## src/rtl/scoreboard_regfile.sv

```systemverilog
// Register file with per-register pending (scoreboard) bits, byte-lane writeback,
// optional write-to-read forwarding, and a registered count of pending registers.
module scoreboard_regfile #(
  parameter int XLEN   = 32,
  parameter int NREG   = 32,
  parameter int BYPASS = 1,
  localparam int AW    = $clog2(NREG),
  localparam int NB    = XLEN / 8
) (
  input  logic            clk,
  input  logic            rst,
  input  logic [AW-1:0]   ra1,
  input  logic [AW-1:0]   ra2,
  output logic [XLEN-1:0] rd1,
  output logic [XLEN-1:0] rd2,
  output logic            busy1,
  output logic            busy2,
  input  logic            we,
  input  logic [AW-1:0]   wa,
  input  logic [XLEN-1:0] wd,
  input  logic [NB-1:0]   wbe,
  input  logic            iss,
  input  logic [AW-1:0]   iss_rd,
  input  logic            flush,
  output logic [AW:0]     pend_cnt
);

  logic [XLEN-1:0] regs [NREG];
  logic [NREG-1:0] pending;
  logic [NREG-1:0] pending_nxt;
  logic [AW:0]     cnt_nxt;
  logic [XLEN-1:0] wr_merged;
  logic            wr_en;
  logic            set_en;
  logic            fwd1;
  logic            fwd2;

  assign wr_en  = we && (wa != '0);
  assign set_en = iss && (iss_rd != '0);
  assign fwd1   = (BYPASS != 0) && wr_en && (ra1 == wa);
  assign fwd2   = (BYPASS != 0) && wr_en && (ra2 == wa);

  // Stored value of the write target with the enabled byte lanes replaced;
  // shared by the array update and the forwarding path.
  always_comb begin
    wr_merged = regs[wa];
    for (int k = 0; k < NB; k++) begin
      if (wbe[k]) begin
        wr_merged[8*k +: 8] = wd[8*k +: 8];
      end
    end
  end

  always_ff @(posedge clk) begin
    if (rst) begin
      for (int i = 0; i < NREG; i++) begin
        regs[i] <= '0;
      end
    end else if (wr_en) begin
      regs[wa] <= wr_merged;
    end
  end

  // Clear on writeback, then set on issue so a same-cycle set wins; flush beats both.
  always_comb begin
    pending_nxt = pending;
    if (wr_en) begin
      pending_nxt[wa] = 1'b0;
    end
    if (set_en) begin
      pending_nxt[iss_rd] = 1'b1;
    end
    if (flush) begin
      pending_nxt = '0;
    end
    pending_nxt[0] = 1'b0;
  end

  always_comb begin
    cnt_nxt = '0;
    for (int i = 0; i < NREG; i++) begin
      cnt_nxt = cnt_nxt + {{AW{1'b0}}, pending_nxt[i]};
    end
  end

  always_ff @(posedge clk) begin
    if (rst) begin
      pending  <= '0;
      pend_cnt <= '0;
    end else begin
      pending  <= pending_nxt;
      pend_cnt <= cnt_nxt;
    end
  end

  always_comb begin
    rd1 = '0;
    if (ra1 != '0) begin
      rd1 = fwd1 ? wr_merged : regs[ra1];
    end
  end

  always_comb begin
    rd2 = '0;
    if (ra2 != '0) begin
      rd2 = fwd2 ? wr_merged : regs[ra2];
    end
  end

  // A forwarded write retires the pending mark early, unless it is re-issued now.
  always_comb begin
    busy1 = 1'b0;
    if (ra1 != '0) begin
      busy1 = fwd1 ? (iss && (iss_rd == ra1)) : pending[ra1];
    end
  end

  always_comb begin
    busy2 = 1'b0;
    if (ra2 != '0) begin
      busy2 = fwd2 ? (iss && (iss_rd == ra2)) : pending[ra2];
    end
  end

endmodule

```

## config.mk

```make
export PLATFORM = sky130hd
export DESIGN_NAME = scoreboard_regfile
export DESIGN_NICKNAME = d
export VERILOG_FILES = /design/src/rtl/scoreboard_regfile.sv
export SDC_FILE = /design/constraint.sdc
export NUM_CORES = 2
export LEC_CHECK = 0
export CAP_MARGIN = 20
export CORE_UTILIZATION = 50
export DETAILED_ROUTE_END_ITERATION = 10
export GPL_ROUTABILITY_DRIVEN = 0
export HOLD_SLACK_MARGIN = 0.03
export PLACE_DENSITY = 0.75
export SLEW_MARGIN = 20
export SYNTH_ARGS = -nofsm -noshare
export SYNTH_HDL_FRONTEND = slang
export SYNTH_SLANG_ARGS = --single-unit
export TNS_END_PERCENT = 5
```

## constraint.sdc

```tcl
create_clock -name clk -period 24.1 [get_ports clk]
set_input_delay 6.025 -clock clk [delete_from_list [all_inputs] [get_ports clk]]
set_output_delay 6.025 -clock clk [all_outputs]
set_load 0.005 [all_outputs]
```

==> qor.yml <==
fin_setup_tns_ps: 0
synth_cell_types: 74
dp_cells: 6113
worst_slew_pin_slew_ps: 1290
finalMaxSlewViolations: 0
antenna_found_initial: 16
drt_wl_total_microns: 265000
yosys_warnings: 0
slew_headroom: 0.137
dp_hpwl_microns: 143000
netlist_area_sq_um: 64800
cts.sinks: 1061
clockBufferDepth: 3
synth.most_common_cell: "edfxtp_1"
drv_cap: 0
final_core_util: 0.559
critPathMostFrequentCell: "buf_4"
drive_above_1_share: 0.294
area_growth_pct: 10.4
ys_seq_area_frac: 0.486
drc: 1
dieHeight_microns: 362
synthArstFlopShare: 0
post_cts_buffers: 0
rsz0062_at_grt: "no"
start_util: 0.506
syn_inst: 4558
ir_worst_vdd_uv: 58.8
power.density_nw_per_um2: 65.5
fillCellCount: 9903
grtUsageTotal: 0.401
clk_latency_ps: 780
netlist_top_cells_count: "edfxtp_1 (1024), mux4_2 (803), nor2_1 (784)"
synth_seq_cells: 1061
grt_max_degree: 108
cp-start-kind: "input port"
min_path_type: "flop to flop"
cp-end-kind: "primary output"
dpl_worst_slack_ps: 6970
via_per_inst: 8.02
crit_chain: "buf_8 -> buf_4 -> buf_4 -> or2_2 -> a211oi_1 -> o31ai_1 -> o32ai_4 -> buf_4 -> o211ai_1 -> clkdlybuf4s50_1"
synth_area_leader_cell: "edfxtp_1"
numCtsBuffers: 111
cts-root-buf: "clkbuf_16"
routedWlPerCell_microns: 41.9
p_leak_nw: 25.1
clk_pin_slew_worst_paths_ps: 60
ys.flop_type: "edfxtp_1"
period_share: 0.725
avgSynthCellArea_sq_um: 14.2
synth_area_leaders: "edfxtp_1 (47%), mux4_2 (28%), nor2_1 (4.5%)"
synth_top_area_share: 0.475
rows: 131
die_w_microns: 362
setup_viol: 0
multi_input_area_sq_um: 31400
ant_nets: 0
grt_pass1_wl_microns: 365000
design.core.area_sq_um: 128000
hold_viol: 0
worst-setup-path-type: "input port to primary output"
vias: 50800
first_global_vias: 49000
slowest_delay_ps: 970
seqCellArea_sq_um: 31500
grt-ovfl-total: 0
finalPower_w: 0.00468
synth_edf_count: 1024
clock_skew_ps: 39.5
htree_num_levels: 3
worstPathMaxFanout: 65
fin_nets: 4590
violations: "DRC"
port_buffers: 132
outcome: "finished, violations left"
fin_ws_ps: 6630
firstDrtPassIters: 11
ios: 133
crit_slowest_cell: "buf_4"
dieArea_sq_um: 131000
worstPathArrival_ps: 11450
crit_required_ps: 18070
first_iter_violations: 11100
period_minus_slack_ps: 17470
instances_no_fill: 6330
postCtsHoldBufs: 0
cts_tree: "done"
max_freq_mhz: 57.2
cts_resized: 0
[routing by layer]
metal / routed length, microns / share of wire / vias to the layer above / global-route usage
li1: - / - / 18100 / -
met1: 76000 / 0.29 / 24600 / 0.476
met2: 107000 / 0.40 / 6289 / 0.549
met3: 53600 / 0.20 / 1817 / 0.195
met4: 28200 / 0.11 / 16 / 0.328
met5: 136 / 0.00051 / - / 0.0107
[report_power, final]
part / leakage, nW / total, W / internal [W] / switching (W)
Sequential: 10.9 / 0.00215 / 0.00209 / 0.0000537
Combinational: 12.5 / 0.000799 / 0.000316 / 0.000483
Clock: 1.74 / 0.00174 / 0.000960 / 0.000777
Total: 25.1 / 0.00468 / 0.00337 / 0.00131
[per-stage QoR]
stage	hold slack [ps]	instance area (sq um)
after floorplan	530	64900
after global placement	586	67900
after detailed placement	595	67900
after CTS	602	71400
after global routing	645	71500
final	604	71500
[sequential cells by signal, summed over array words and instances, names as in the netlist]
register / flops
pend_cnt: 6
pending: 31
regs: 1024
[logic make-up after synthesis]
logic type / share of synthesized area
compound gates: 0.0497
xor+xnor: 0.00311
fa+ha+maj: 0.00846
buf+inv: 0.0396
flops: 0.486
mux: 0.323
other cells: 0.0000579
simple gates: 0.0902
[area by class of cell]
class / count / share of cell area
antenna: 15 / 0.000525
sequential: 1061 / 0.440
clock inverter: 71 / 0.00898
timing repair buffer: 310 / 0.0381
tap: 1729 / 0.0303
multi-input combinational: 2973 / 0.439
inverter: 42 / 0.00220
clock buffer: 129 / 0.0404
[worst max-delay path: cells and delay by family]
kind	cells	cell delay (ps)
simple gates	1	630
buf+inv	5	3240
compound gates	4	1400
[path summary, 6_finish.rpt]
check	startpoint	end	slack, ps	cells past startpoint
worst max-delay path	wa[1]	rd2[12]	6630	10
worst min-delay path	pending[4]	pending[4]	600	2
worst max register to register	pending[12]	pend_cnt[4]	18910	17
worst min register to register	pending[4]	pending[4]	600	2
[cells in the final DEF (no fill, tap or decap), types with 32 or more instances in the layout]
master           netlist  routed
buf_4                 42     176
dfxtp_1               37      37
clkdlybuf4s50_1        0     117
mux4_2               803     803
clkbuf_16              0     113
edfxtp_1            1024    1024
conb_1                 1      32
inv_1                 38      37
nand2_1              163     131
a22oi_1               73      73
mux2i_1              201     201
nor2_1               784     773
nor3_1               299     298
o21ai_0               56      56
nand3_1               36      36
o22ai_1               56      56
mux2_2                70      70
a21oi_1               62      62
o211ai_1              49      49
nor2b_1               34      34
No activity file was read; power rests on OpenSTA's default activity.
